`config.mk`:
```
export PLATFORM = sky130hd
export DESIGN_NAME = mips_multicycle_control
export DESIGN_NICKNAME = d
export VERILOG_FILES = /design/src/rtl/mips_multicycle_control.sv
export SDC_FILE = /design/constraint.sdc
export NUM_CORES = 1
export LEC_CHECK = 0
export CORE_AREA = 2 2 39 41
export CTS_CLUSTER_SIZE = 24
export DETAILED_ROUTE_END_ITERATION = 10
export DIE_AREA = 0 0 41 43
export PLACE_DENSITY = 0.81
export RECOVER_POWER = 25
export SLEW_MARGIN = 20
export SYNTH_ARGS = -nofsm -noshare
export SYNTH_HDL_FRONTEND = slang
export SYNTH_SLANG_ARGS = --single-unit
```
`constraint.sdc`:
```
create_clock -name clk -period 3.3 [get_ports clk]
set_input_delay 0.66 -clock clk [delete_from_list [all_inputs] [get_ports clk]]
set_output_delay 0.66 -clock clk [all_outputs]
set_load 0.005 [all_outputs]
```
`src/rtl/mips_multicycle_control.sv`:
```
// Multicycle MIPS main control FSM: sequences fetch/decode/execute/memory/writeback over one ALU and one memory port.
// Latency: outputs are combinational from state and mem_ready; lw 5, sw 4, R-type 4, addi 4, beq 3, j 3 cycles with zero waits.
// Backpressure: the FSM holds in FETCH/MEMRD/MEMWR until mem_ready; an optional watchdog abandons the access after MEM_TIMEOUT waits.
//
// Ports:
//   clk, rst_n        rising-edge clock, asynchronous active-low reset (to IDLE)
//   opcode            IR[31:26], sampled in DECODE and MEMADR
//   mem_ready         memory completes the current access this cycle
//   pc_write..pc_src  multicycle datapath controls (see decode below)
//   illegal_op        one-cycle pulse while in ILLEGAL
//   mem_timeout       one-cycle pulse while in TIMEOUT
//   state             current state encoding, for debug
module mips_multicycle_control #(
  parameter int ENABLE_ADDI = 1,
  parameter int ENABLE_JUMP = 1,
  parameter int MEM_TIMEOUT = 0,
  parameter int CNT_W       = 8
) (
  input  logic       clk,
  input  logic       rst_n,
  input  logic [5:0] opcode,
  input  logic       mem_ready,
  output logic       pc_write,
  output logic       pc_write_cond,
  output logic       iord,
  output logic       mem_read,
  output logic       mem_write,
  output logic       ir_write,
  output logic       reg_dest,
  output logic       mem_to_reg,
  output logic       reg_write,
  output logic       alu_src_a,
  output logic [1:0] alu_src_b,
  output logic [1:0] alu_op,
  output logic [1:0] pc_src,
  output logic       illegal_op,
  output logic       mem_timeout,
  output logic [3:0] state
);

  // State encodings
  localparam logic [3:0] S_IDLE    = 4'h0;
  localparam logic [3:0] S_FETCH   = 4'h1;
  localparam logic [3:0] S_DECODE  = 4'h2;
  localparam logic [3:0] S_MEMADR  = 4'h3;
  localparam logic [3:0] S_MEMRD   = 4'h4;
  localparam logic [3:0] S_MEMWB   = 4'h5;
  localparam logic [3:0] S_MEMWR   = 4'h6;
  localparam logic [3:0] S_EXEC    = 4'h7;
  localparam logic [3:0] S_ALUWB   = 4'h8;
  localparam logic [3:0] S_BRANCH  = 4'h9;
  localparam logic [3:0] S_ADDIEX  = 4'hA;
  localparam logic [3:0] S_ADDIWB  = 4'hB;
  localparam logic [3:0] S_JUMP    = 4'hC;
  localparam logic [3:0] S_ILLEGAL = 4'hD;
  localparam logic [3:0] S_TIMEOUT = 4'hE;

  // Opcodes
  localparam logic [5:0] OP_RTYPE = 6'h00;
  localparam logic [5:0] OP_J     = 6'h02;
  localparam logic [5:0] OP_BEQ   = 6'h04;
  localparam logic [5:0] OP_ADDI  = 6'h08;
  localparam logic [5:0] OP_LW    = 6'h23;
  localparam logic [5:0] OP_SW    = 6'h2B;

  localparam logic [CNT_W-1:0] TIMEOUT_VAL = CNT_W'(MEM_TIMEOUT);
  localparam logic [CNT_W-1:0] CNT_MAX     = {CNT_W{1'b1}};

  logic [3:0]       state_q, state_d;
  logic [CNT_W-1:0] cnt_q, cnt_d;

  logic in_wait;      // currently in a state that waits on mem_ready
  logic next_wait;    // next state waits on mem_ready
  logic timeout_hit;  // watchdog fires this cycle (mem_ready=1 takes priority)

  assign state = state_q;

  assign in_wait   = (state_q == S_FETCH) || (state_q == S_MEMRD) || (state_q == S_MEMWR);
  assign next_wait = (state_d == S_FETCH) || (state_d == S_MEMRD) || (state_d == S_MEMWR);

  always_comb begin
    timeout_hit = 1'b0;
    if (MEM_TIMEOUT != 0) begin
      timeout_hit = in_wait && !mem_ready && (cnt_q == TIMEOUT_VAL);
    end
  end

  // ---------------------------------------------------------------------------
  // Next-state logic
  // ---------------------------------------------------------------------------
  always_comb begin
    state_d = state_q;
    case (state_q)
      S_IDLE: state_d = S_FETCH;

      S_FETCH: begin
        if (mem_ready)        state_d = S_DECODE;
        else if (timeout_hit) state_d = S_TIMEOUT;
      end

      S_DECODE: begin
        case (opcode)
          OP_LW, OP_SW: state_d = S_MEMADR;
          OP_RTYPE:     state_d = S_EXEC;
          OP_BEQ:       state_d = S_BRANCH;
          OP_ADDI:      state_d = (ENABLE_ADDI != 0) ? S_ADDIEX : S_ILLEGAL;
          OP_J:         state_d = (ENABLE_JUMP != 0) ? S_JUMP : S_ILLEGAL;
          default:      state_d = S_ILLEGAL;
        endcase
      end

      S_MEMADR: state_d = (opcode == OP_LW) ? S_MEMRD : S_MEMWR;

      S_MEMRD: begin
        if (mem_ready)        state_d = S_MEMWB;
        else if (timeout_hit) state_d = S_TIMEOUT;
      end

      S_MEMWR: begin
        if (mem_ready)        state_d = S_FETCH;
        else if (timeout_hit) state_d = S_TIMEOUT;
      end

      S_MEMWB:   state_d = S_FETCH;
      S_EXEC:    state_d = S_ALUWB;
      S_ALUWB:   state_d = S_FETCH;
      S_BRANCH:  state_d = S_FETCH;
      S_ADDIEX:  state_d = S_ADDIWB;
      S_ADDIWB:  state_d = S_FETCH;
      S_JUMP:    state_d = S_FETCH;
      // PC was already incremented in FETCH, so returning to FETCH skips the bad word.
      S_ILLEGAL: state_d = S_FETCH;
      S_TIMEOUT: state_d = S_FETCH;
      default:   state_d = S_IDLE;
    endcase
  end

  // ---------------------------------------------------------------------------
  // Wait counter: restarts on every entry into a waiting state (including
  // MEMWR -> FETCH and TIMEOUT -> FETCH), counts stalled cycles, saturates.
  // ---------------------------------------------------------------------------
  always_comb begin
    cnt_d = cnt_q;
    if (next_wait && (state_d != state_q)) begin
      cnt_d = '0;
    end else if (in_wait && !mem_ready && (cnt_q != CNT_MAX)) begin
      cnt_d = cnt_q + CNT_W'(1);
    end
  end

  always_ff @(posedge clk or negedge rst_n) begin
    if (!rst_n) begin
      state_q <= S_IDLE;
      cnt_q   <= '0;
    end else begin
      state_q <= state_d;
      cnt_q   <= cnt_d;
    end
  end

  // ---------------------------------------------------------------------------
  // Moore output decode. Only FETCH looks at mem_ready, so that IR and PC are
  // loaded exactly in the cycle the instruction word arrives. Reset forces
  // state_q to IDLE, which drives every output low.
  // ---------------------------------------------------------------------------
  always_comb begin
    pc_write      = 1'b0;
    pc_write_cond = 1'b0;
    iord          = 1'b0;
    mem_read      = 1'b0;
    mem_write     = 1'b0;
    ir_write      = 1'b0;
    reg_dest      = 1'b0;
    mem_to_reg    = 1'b0;
    reg_write     = 1'b0;
    alu_src_a     = 1'b0;
    alu_src_b     = 2'b00;
    alu_op        = 2'b00;
    pc_src        = 2'b00;
    illegal_op    = 1'b0;
    mem_timeout   = 1'b0;
    case (state_q)
      S_FETCH: begin
        mem_read  = 1'b1;
        alu_src_b = 2'b01;      // PC + 4
        ir_write  = mem_ready;
        pc_write  = mem_ready;
      end
      S_DECODE: begin
        alu_src_b = 2'b11;      // speculative branch target into ALUOut
      end
      S_MEMADR: begin
        alu_src_a = 1'b1;
        alu_src_b = 2'b10;
      end
      S_MEMRD: begin
        mem_read = 1'b1;
        iord     = 1'b1;
      end
      S_MEMWB: begin
        reg_write  = 1'b1;
        mem_to_reg = 1'b1;
      end
      S_MEMWR: begin
        mem_write = 1'b1;
        iord      = 1'b1;
      end
      S_EXEC: begin
        alu_src_a = 1'b1;
        alu_op    = 2'b10;
      end
      S_ALUWB: begin
        reg_write = 1'b1;
        reg_dest  = 1'b1;
      end
      S_BRANCH: begin
        alu_src_a     = 1'b1;
        alu_op        = 2'b01;
        pc_write_cond = 1'b1;
        pc_src        = 2'b01;
      end
      S_ADDIEX: begin
        alu_src_a = 1'b1;
        alu_src_b = 2'b10;
      end
      S_ADDIWB: begin
        reg_write = 1'b1;
      end
      S_JUMP: begin
        pc_write = 1'b1;
        pc_src   = 2'b10;
      end
      S_ILLEGAL: illegal_op  = 1'b1;
      S_TIMEOUT: mem_timeout = 1'b1;
      default: ;
    endcase
  end

endmodule

```
==> out/results.txt <==
Status -> completed
Hold-fix buffers, CTS -> 0
Fin crit share -> 0.836
Port bufs -> 30
Mapped Area -> 492 µm²
FF+latch count, synth -> 4
Area of the multi-input gates -> 353 µm²
Max-cap violations -> 0
Chip height -> 43 µm
Total CTS buffers -> 3
Critical path arrival -> 2100 ps
Setup Crit Path Kind -> in -> out
Worst Tran Pin Value -> 536 ps
Total global routing overflow -> 0
Synth Area in Compound Gates -> 0.272
Synth Instances -> 73
Hold WC Path Type -> in -> async
FF+latch area -> 100 µm²
Cell with the most instances after synthesis -> nor2_1
Final WL -> 1300 µm
DPL Wire Length -> 993 µm
Top cells by count, synth -> nor2_1 (9), nor3_1 (8), nand2_1 (7)
Worst Skew -> 4.23 ps
# H-tree levels -> 1
Tot GR Track Use -> 0.157
Yosys cell types -> 30
WP data required -> 2640 ps
WHS -> 698 ps
TNS Setup -> 0 ps
Total number of vias -> 624
Max Fclk -> 363 MHz
Final Setup Violations -> 0
Number of flops mapped to enable cells by yosys -> 0
Ys async rst share -> 1.00
Most used cell, CP -> clkdlybuf4s50_1
Top layer in use -> met4
Post-CTS Resized -> 0
Critical-path top delay cell -> clkdlybuf4s50_1
Post-CTS setup buffers -> 0
Setup crit start kind -> input port
WL met1 -> 550 µm
Die footprint -> 0.00176 mm²
Relative max-transition margin -> 0.643
Fill cells -> 140
Share of Yosys cell area claimed by the top area cell type -> 0.204
Initial cell density of the core -> 0.355
Clock Latency Late Sink -> 230 ps
Worst ir drop on vdd -> 0.000289 V
Crit-path cells -> clkdlybuf4s50_1, nand2b_1, nor3_1, or2_2, clkdlybuf4s50_1
CP Max Fanout -> 5
Setup WS pre-CTS -> 541 ps
Area Growth Syn to Fin -> 63.4%
Row count -> 14
Final Max Tran Viols -> 0
Wire length on met3 -> 77 µm
Share of post-route cells with drive strength above 1 -> 0.0404
DRC violations left -> 0
Routability cong. -> 0.809
Routed WL per cell -> 11.3 µm
Top cells by area, synth -> dfrtp_1 (20%), nor3_1 (8.1%), nand2b_1 (7.6%)
Mux contribution to synthesized area -> 0
Clk root buf -> clkbuf_4
Core ar. -> 0.00138 mm²
Initial antenna violation count -> 0
Clock Path Buffers -> 2
Synth Area in XOR/XNOR -> 0.0534
Dpl cells -> 112
Leak -> 0.290 nW
Syn_area_per_cell -> 6.74 µm²
Hold Fails Final Rpt -> 0
Cell taking the most area after synthesis -> dfrtp_1
Vias/cell -> 5.43
CTS tree -> yes
Detail Route Antenna Nets -> 0
N_diodes -> 0
Simple-gate share of the synthesized area -> 0.392
Nets -> 110
IO Pins -> 31
Largest family of logic cells by synthesized area -> simple AND/OR/NAND/NOR gates
Met2 wire len -> 650 µm
Die Wd -> 41 µm
CTS sink count -> 4
DR iter-0 viols -> 9
Vias in the first global route -> 498
Sequential share of the synthesized area -> 0.204
Adder-cell share of the synthesized area -> 0
Worst Setup End Kind -> output pin
Pwr/cell area -> 822 mW/mm²
First-pass GRT wire length -> 1950 µm
CP peak stage delay -> 540 ps
Ys flop type -> dfrtp_1
Max FFs per register -> 4
Syn_nets -> 82
Unrepaired setup endpoints after global routing -> no
CP top delay family -> buffers and inverters
Worst-path clk slew -> 40 ps
Final core utilization -> 0.580
WP buf/inv -> 2
Setup ws final -> 542 ps
TritonRoute pass-1 iters -> 4
Warnings, synthesis -> 0
Largest net degree at the start of global routing -> 19
Non-filler instance count after layout -> 115
Post-route minimum period -> 2760 ps
metal layers:
| metal | vias up | GRT usage |
|---|---|---|
| met5 | - | 0 |
| met3 | 2 | 0.0262 |
| li1 | 315 | - |
| met1 | 282 | 0.167 |
| met2 | 25 | 0.269 |
| met4 | 0 | 0.0867 |
worst paths after layout:
check                           cells after the start                    to                  from  slack, ps
worst max register to register                      4  state[0]$_DFFE_PN0P_  state[1]$_DFFE_PN0P_       1510
worst min register to register                      1  state[2]$_DFFE_PN0P_  state[3]$_DFFE_PN0P_        730
worst max-delay path                                5              pc_write             mem_ready        540
max in group asynchronous                           1  state[0]$_DFFE_PN0P_                 rst_n       2430
min in group clk                                    1  state[2]$_DFFE_PN0P_  state[3]$_DFFE_PN0P_        730
worst min-delay path                                1  state[3]$_DFFE_PN0P_                 rst_n        700
logic make-up after synthesis:
| logic type | after synthesis |
|---|---|
| XOR/XNOR | 3 |
| flip-flops | 4 |
| AND/OR/NAND/NOR | 38 |
| buffers and inverters | 9 |
| AO/OA/AOI/OAI | 19 |
report_power, final:
group / switching, W / internal (W)
Sequential: 0.0000921 / 0.0000717
Clock: 0.0000194 / 0.0000406
Combinational: 0.000166 / 0.000271
Total: 0.000277 / 0.000383
per-stage QoR:
stage / instance area (µm²) / total power (W)
2_1_floorplan: 492 / 0.000379
3_3_place_gp: 781 / 0.000602
3_5_place_dp: 781 / 0.000608
4_1_cts: 803 / 0.000672
5_1_grt: 803 / 0.000727
6_report: 803 / 0.000660
layout make-up:
| cell class | instances | share of cell area |
|---|---|---|
| Clock buffer | 3 | 0.0280 |
| Inverter | 2 | 0.00935 |
| Multi-Input combinational cell | 60 | 0.439 |
| Sequential cell | 4 | 0.125 |
| Tap cell | 16 | 0.0249 |
| Timing Repair Buffer | 30 | 0.374 |
layout by cell type (no fill, tap or decap), drive strengths merged, types with 2 or more instances in the layout:
| cell type | count |
|---|---|
| a21oi | 3 |
| clkbuf | 3 |
| nor3 | 8 |
| dlygate4sd3 | 3 |
| clkdlybuf4s50 | 27 |
| o21ai | 3 |
| inv | 2 |
| a22oi | 2 |
| a211oi | 2 |
| o31ai | 2 |
| o22ai | 2 |
| xnor2 | 3 |
| nor2b | 2 |
| nor2 | 9 |
| dfrtp | 4 |
| nand2 | 7 |
| nand2b | 6 |
No activity file was read; power rests on OpenSTA's default activity.
